==> config.mk <==
export PLATFORM = sky130hd
export DESIGN_NAME = cam_capture
export DESIGN_NICKNAME = d
export VERILOG_FILES = /design/src/rtl/cam_pkg.sv /design/src/rtl/sync_fifo.sv /design/src/rtl/cam_capture.sv
export SDC_FILE = /design/constraint.sdc
export NUM_CORES = 1
export LEC_CHECK = 0
export ABC_AREA = 0
export BUFFER_PORTS_ARGS = -buffer_cell sky130_fd_sc_hd__buf_2
export CAP_MARGIN = 5
export CORE_AREA = 4 4 255 157
export CTS_CLUSTER_SIZE = 8
export DETAILED_ROUTE_END_ITERATION = 8
export DIE_AREA = 0 0 259 161
export PLACE_DENSITY = 0.63
export SLEW_MARGIN = 30
export SYNTH_ARGS = -nofsm -noshare
export SYNTH_HDL_FRONTEND = slang
export SYNTH_HIERARCHICAL = 1
export SYNTH_SLANG_ARGS = --single-unit
export TNS_END_PERCENT = 5
==> constraint.sdc <==
create_clock -name clk -period 5.2 [get_ports clk]
set_input_delay 0.78 -clock clk [delete_from_list [all_inputs] [get_ports clk]]
set_output_delay 0.78 -clock clk [all_outputs]
set_load 0.005 [all_outputs]
==> src/rtl/cam_pkg.sv <==
`default_nettype none
// ============================================================================
// Module      : cam_pkg
// Description : Shared widths, default frame geometry, capture-state type and
//               SDRAM address packing for the camera capture block.
// Revision    : 1.0 - initial release
// ============================================================================
package cam_pkg;

    localparam int H_RES_DEF = 640;
    localparam int V_RES_DEF = 480;
    localparam int ADDR_W    = 25;
    localparam int PIX_W     = 10;
    localparam int IDX_W     = 19;
    localparam int WORD_W    = ADDR_W + PIX_W;

    typedef enum logic [1:0] {
        ST_WAIT_SYNC = 2'd0,
        ST_SYNC      = 2'd1,
        ST_CAPTURE   = 2'd2,
        ST_FLUSH     = 2'd3
    } cap_state_t;

    // SDRAM word address: upper bits zero, then the bank bit, then pixel index.
    function automatic logic [ADDR_W-1:0] make_addr(input logic bank,
                                                    input logic [IDX_W-1:0] idx);
        return {{(ADDR_W-IDX_W-1){1'b0}}, bank, idx};
    endfunction

endpackage
`default_nettype wire

==> src/rtl/sync_fifo.sv <==
`default_nettype none
// ============================================================================
// Module      : sync_fifo
// Description : Show-ahead FIFO with a registered head. DEPTH entries in
//               total (the head counts as one). A word written into an empty
//               FIFO is presented one cycle after the write.
// Revision    : 1.0 - initial release
// ============================================================================
module sync_fifo #(
    parameter int DEPTH = 8,
    parameter int WIDTH = 35
) (
    input  logic             clk,
    input  logic             reset_n,
    input  logic             push,
    input  logic [WIDTH-1:0] push_data,
    input  logic             out_ready,
    output logic             out_valid,
    output logic [WIDTH-1:0] out_data,
    output logic             full,
    output logic             empty
);

    localparam int c_ptr_w = (DEPTH > 1) ? $clog2(DEPTH) : 1;
    localparam int c_cnt_w = $clog2(DEPTH + 1);
    localparam logic [c_cnt_w-1:0] c_depth = c_cnt_w'(DEPTH);

    logic [WIDTH-1:0]   r_mem [DEPTH];
    logic [c_ptr_w-1:0] r_wr_ptr;
    logic [c_ptr_w-1:0] r_rd_ptr;
    logic [c_cnt_w-1:0] r_count;
    logic               r_valid;
    logic [WIDTH-1:0]   r_data;

    logic               w_pop;
    logic               w_wr;
    logic [c_ptr_w-1:0] w_rd_next;
    logic [c_cnt_w-1:0] w_left;

    assign w_pop     = r_valid & out_ready;
    // A full FIFO still takes a word when the head leaves in the same cycle.
    assign w_wr      = push & (~full | w_pop);
    assign w_rd_next = r_rd_ptr + c_ptr_w'(w_pop);
    // Entries already stored before this edge that remain after the pop; only
    // these may be presented, which gives the one-cycle write-to-head latency.
    assign w_left    = r_count - c_cnt_w'(w_pop);

    assign full      = (r_count == c_depth);
    assign empty     = (r_count == '0);
    assign out_valid = r_valid;
    assign out_data  = r_data;

    // Storage array, written at the tail pointer.
    always_ff @(posedge clk) begin
        if (w_wr) begin
            r_mem[r_wr_ptr] <= push_data;
        end
    end

    // Pointers, occupancy and the registered head word.
    always_ff @(posedge clk or negedge reset_n) begin
        if (!reset_n) begin
            r_wr_ptr <= '0;
            r_rd_ptr <= '0;
            r_count  <= '0;
            r_valid  <= 1'b0;
            r_data   <= '0;
        end else begin
            if (w_wr) begin
                r_wr_ptr <= r_wr_ptr + c_ptr_w'(1);
            end
            r_rd_ptr <= w_rd_next;
            r_count  <= r_count - c_cnt_w'(w_pop) + c_cnt_w'(w_wr);
            r_valid  <= (w_left != '0);
            if (w_left != '0) begin
                r_data <= r_mem[w_rd_next];
            end
        end
    end

endmodule
`default_nettype wire

==> src/rtl/cam_capture.sv <==
`default_nettype none
// ============================================================================
// Module      : cam_capture
// Description : Camera frame capture. Tracks vsync framing, counts x/y for
//               each accepted pixel, builds the SDRAM word address in a
//               double-buffered bank and queues {addr, data} in a FIFO toward
//               the SDRAM write side. Frames that lose pixels keep the bank.
// Revision    : 1.0 - initial release
// ============================================================================
module cam_capture
    import cam_pkg::*;
#(
    parameter int H_RES      = H_RES_DEF,
    parameter int V_RES      = V_RES_DEF,
    parameter int FIFO_DEPTH = 8
) (
    input  logic              clk,
    input  logic              reset_n,
    input  logic              vsync,
    input  logic              href,
    input  logic              pix_valid,
    input  logic [PIX_W-1:0]  pix_data,
    output logic              wr_valid,
    input  logic              wr_ready,
    output logic [PIX_W-1:0]  wr_data,
    output logic [ADDR_W-1:0] wr_addr,
    output logic              bank,
    output logic              frame_done,
    output logic              frame_bad,
    output logic              overflow
);

    localparam int c_x_w = $clog2(H_RES);
    localparam int c_y_w = $clog2(V_RES + 1);
    localparam logic [c_x_w-1:0] c_x_last = c_x_w'(H_RES - 1);
    localparam logic [c_y_w-1:0] c_v_res  = c_y_w'(V_RES);

    cap_state_t       r_state;
    logic             r_vsync_d;
    logic [c_x_w-1:0] r_x;
    logic [c_y_w-1:0] r_y;
    logic             r_bank;
    logic             r_bad;
    logic             r_frame_done;
    logic             r_frame_bad;
    logic             r_overflow;

    logic              w_vs_rise;
    logic              w_vs_fall;
    logic              w_accept;
    logic              w_in_frame;
    logic              w_pop;
    logic              w_full;
    logic              w_empty;
    logic              w_push;
    logic              w_drop;
    logic [IDX_W-1:0]  w_idx;
    logic [WORD_W-1:0] w_push_word;
    logic [WORD_W-1:0] w_head;

    assign w_vs_rise  = vsync & ~r_vsync_d;
    assign w_vs_fall  = ~vsync & r_vsync_d;
    assign w_accept   = (r_state == ST_CAPTURE) & href & pix_valid;
    // Lines beyond V_RES are swallowed without counting as a loss.
    assign w_in_frame = (r_y < c_v_res);
    assign w_pop      = wr_valid & wr_ready;
    assign w_push     = w_accept & w_in_frame & (~w_full | w_pop);
    assign w_drop     = w_accept & w_in_frame & w_full & ~w_pop;

    assign w_idx       = IDX_W'(r_y) * IDX_W'(H_RES) + IDX_W'(r_x);
    assign w_push_word = {make_addr(r_bank, w_idx), pix_data};

    sync_fifo #(
        .DEPTH (FIFO_DEPTH),
        .WIDTH (WORD_W)
    ) u_fifo (
        .clk       (clk),
        .reset_n   (reset_n),
        .push      (w_push),
        .push_data (w_push_word),
        .out_ready (wr_ready),
        .out_valid (wr_valid),
        .out_data  (w_head),
        .full      (w_full),
        .empty     (w_empty)
    );

    assign wr_addr    = w_head[WORD_W-1:PIX_W];
    assign wr_data    = w_head[PIX_W-1:0];
    assign bank       = r_bank;
    assign frame_done = r_frame_done;
    assign frame_bad  = r_frame_bad;
    assign overflow   = r_overflow;

    // Frame FSM with pixel counters, loss tracking and bank switching.
    always_ff @(posedge clk or negedge reset_n) begin
        if (!reset_n) begin
            r_state      <= ST_WAIT_SYNC;
            // Start as "vsync high" so a level already present at reset
            // release never reads as a rising edge.
            r_vsync_d    <= 1'b1;
            r_x          <= '0;
            r_y          <= '0;
            r_bank       <= 1'b0;
            r_bad        <= 1'b0;
            r_frame_done <= 1'b0;
            r_frame_bad  <= 1'b0;
            r_overflow   <= 1'b0;
        end else begin
            r_vsync_d    <= vsync;
            r_frame_done <= 1'b0;
            r_frame_bad  <= 1'b0;

            if (w_drop) begin
                r_overflow <= 1'b1;
                r_bad      <= 1'b1;
            end

            // Position advances for every accepted pixel, kept or not; y
            // saturates at V_RES so long frames cannot wrap into the image.
            if (w_accept) begin
                if (r_x == c_x_last) begin
                    r_x <= '0;
                    if (w_in_frame) begin
                        r_y <= r_y + c_y_w'(1);
                    end
                end else begin
                    r_x <= r_x + c_x_w'(1);
                end
            end

            case (r_state)
                ST_WAIT_SYNC: begin
                    if (w_vs_rise) begin
                        r_state <= ST_SYNC;
                    end
                end
                ST_SYNC: begin
                    if (w_vs_fall) begin
                        r_state <= ST_CAPTURE;
                        r_x     <= '0;
                        r_y     <= '0;
                    end
                end
                ST_CAPTURE: begin
                    if (w_vs_rise) begin
                        r_state <= ST_FLUSH;
                    end
                end
                ST_FLUSH: begin
                    if (w_empty) begin
                        r_state      <= ST_SYNC;
                        r_frame_done <= 1'b1;
                        r_frame_bad  <= r_bad;
                        // A lossy frame keeps its bank so the next frame
                        // overwrites it.
                        r_bank       <= r_bank ^ ~r_bad;
                        r_bad        <= 1'b0;
                    end
                end
                default: begin
                    r_state <= ST_WAIT_SYNC;
                end
            endcase
        end
    end

endmodule
`default_nettype wire

==> results.md <==
- Final setup viols: 0
- Non-Filler Instances: 1588
- Post-Place Cells: 1494
- FF-to-FF setup slack: 1.87 ns
- Worst Path Arrival: 3.60 ns
- Clock tree buffer depth: 3
- Num Clock Sinks: 353
- GPL Wtd Cong: 0.760
- Worst setup SP type: flop
- Synth area leaders: edfxtp_1 56%, dfrtp_1 12%, mux4_2 3.9%
- Post-synth top area cell: edfxtp_1
- Synth-to-Final Area Change: 16.5%
- FFs w/ async S/R, synth: 20.7%
- Largest net degree at the start of global routing: 69
- CTS buffer count: 50
- R2r worst-path depth: 9
- Synth Flop Type: edfxtp_1
- Yosys top cell area share: 56.1%
- Period minus WS final: 3.33 ns
- Worst Max-Slew Pin Slew: 0.899 ns
- Core Rows: 55
- Post-synthesis compound-gate area fraction: 4.42%
- Die H: 161 um
- RR Endpoint: u_fifo/r_mem[7][28]
- Max Cap Violations: 0
- RSZ-0062 raised after global routing: false
- Yosys reg bits: 353
- Reg clk slew, reported paths: 0.06 ns
- Mux contribution to synthesized area: 10.3%
- Via density: 5.09
- Status: finished clean
- Largest family of logic cells by synthesized area: multiplexers
- P_leak: 6.62 nW
- CTS tree: built
- Routed Wire Length: 32.4 mm
- Clock Root Buffer: clkbuf_16
- Area of the core: 0.0375 sq mm
- Worst vdd ir: 0.434 mV
- Avg Inst Size Synth: 16.4 sq um
- Pre-antenna DRT Iters: 7
- Most common cell after layout, fill and taps aside: edfxtp_1
- Post-synthesis simple-gate area fraction: 9.37%
- Die Width: 259 um
- WS Path Type: reg -> reg
- Die ar.: 0.0417 sq mm
- Final critical-path share of the clock period: 64.1%
- Worst-Skew Late Latency: 0.56 ns
- Synthesis Warnings: 6
- Setup_tns: 0 ns
- Post-Synth Adder-Cell Area: 2.77%
- Total GRT Usage: 15.6%
- Global-route wire length before repair: 50.0 mm
- Register area share after synthesis: 68.3%
- CP Max Fanout: 9
- Final Slew Violations: 0
- Most frequent cells in the layout: 280 x edfxtp_1, 72 x dfrtp_1, 55 x nand2_1
- Synth Cell Area: 0.0150 sq mm
- Dpl hpwl: 18.6 mm
- RR Startpoint: r_y[1]
- EDFF count, synth: 280
- Final number of hold-violating endpoints: 0
- # port buffers: 55
- Initial antenna violation count: 1
- Nets: 1081
- Power per cell area: 569 mW/mm^2
- First DRT Iteration DRCs: 527
- Antenna-violating nets left: 0
- Post-Synth XOR/XNOR Area: 2.15%
- IO Pins: 56
- Vias in the first global route: 8175
- Peak Freq: 300 MHz
- Grt ovf: 0
- DRC: 0
- Hold_buf cts: 0
- Worst path required time: 5.46 ns
- Cells after Synth: 912
- Slew margin rel.: 39.6%
- Unique masters post-synth: 61
- Postcts setup bufs: 0
- Initial Util: 39.9%
- Hold crit path type: in -> async
- CTS resizes: 0
- Routed len/inst: 20.4 um
- CP Capture Type: flop
- Htree depth: 2
- Via count: 8080
- Layout cells sized above 1: 21.6%
- Post-Route Skew: 0.0173 ns
[Yosys cell counts (all sizes together) (4+ instances only)]
cell	n
edfxtp	280
dfrtp	72
nand2	55
and3	51
nor2b	47
mux2i	46
a2111oi	44
mux2	36
ha	30
buf	29
mux4	26
nor2	26
nor4	26
xnor2	23
clkbuf	20
inv	17
xor2	12
o21ai	10
nand3	9
nand4	8
a21oi	6
nor3	6
a31oi	4
nor3b	4
[layer usage]
metal | vias to the layer above | GRT usage [%] | routed length, um | part of all wire [%]
met4 | 0 | 3.87 | 567 | 1.8
met1 | 4090 | 24.6 | 16700 | 52
li1 | 3746 | - | - | -
met5 | - | 0 | 0 | 0
met2 | 196 | 21.9 | 13400 | 41
met3 | 48 | 3.29 | 1650 | 5.1
[logic make-up (layout without fill, tap and decap cells)]
kind of cell,Yosys count,in the layout
multiplexers,108,108
adder cells (fa/ha/maj),32,32
buffers and inverters,66,189
AO/OA/AOI/OAI,76,76
other,1,41
flip-flops,353,353
AND/OR/NAND/NOR,241,241
XOR/XNOR,35,35
[per-stage QoR]
stage | hold slack, ns | setup WS (ns) | utilization, % | area (sq um) | total power [W]
after global placement | 0.452 | 1.65 | 42.7 | 16000 | 0.00699
after global routing | 0.182 | 1.67 | 46.5 | 17400 | 0.0105
final | 0.166 | 1.87 | 46.5 | 17500 | 0.00994
after floorplan | 0.466 | -0.426 | - | 15100 | 0.00620
after detailed placement | 0.453 | 1.55 | 42.7 | 16000 | 0.00704
after CTS | 0.177 | 1.91 | 46.5 | 17400 | 0.0101
[final cells by class]
| class | instances | area, sq um |
|---|---|---|
| Fill cell | 3218 | 20100 |
| Sequential cell | 353 | 10200 |
| Multi-Input combinational cell | 532 | 4590 |
| Clock buffer | 91 | 1430 |
| Tap cell | 513 | 642 |
| Timing Repair Buffer | 79 | 470 |
| Inverter | 17 | 63.8 |
| Clock inverter | 2 | 17.5 |
| Antenna cell | 1 | 2.50 |
[critical path, cell delays in order, from the launching register on]
cell      delay, ns
dfrtp_1        0.50
ha_1           0.35
ha_1           0.23
fa_1           0.40
a21oi_1        0.22
nor2_1         0.07
a211oi_1       0.33
xnor2_1        0.25
nand4_1        0.16
o21ai_1        0.53
[state kept, by name, summed over array words and instances (netlist names)]
name,flops
bank,1
frame_bad,1
frame_done,1
overflow,1
r_bad,1
r_state,2
r_vsync_d,1
r_x,10
r_y,9
u_fifo/out_data,35
u_fifo/out_valid,1
u_fifo/r_count,4
u_fifo/r_mem,280
u_fifo/r_rd_ptr,3
u_fifo/r_wr_ptr,3
[where the power goes]
group          total, W  internal (W)  switching [W]  leakage, nW
combinational   0.00344       0.00159        0.00185         2.45
clock           0.00298       0.00183        0.00116        0.684
sequential      0.00352       0.00332       0.000193         3.49
total           0.00994       0.00674        0.00320         6.62
[how the worst max path moves through the flow]
stage              start             endpoint  slack (ns)  cells past startpoint
2_1_floorplan  pix_valid   u_fifo/r_mem[5][0]       -0.43                      6
3_3_place_gp    wr_ready  u_fifo/out_data[19]        1.65                     10
3_5_place_dp    wr_ready  u_fifo/out_data[19]        1.55                     10
4_1_cts           r_y[1]  u_fifo/r_mem[3][28]        1.91                      9
5_1_grt           r_y[1]  u_fifo/r_mem[7][28]        1.67                      9
6_report          r_y[1]  u_fifo/r_mem[7][28]        1.87                      9
Note: power is estimated with default switching activity, not from simulation.
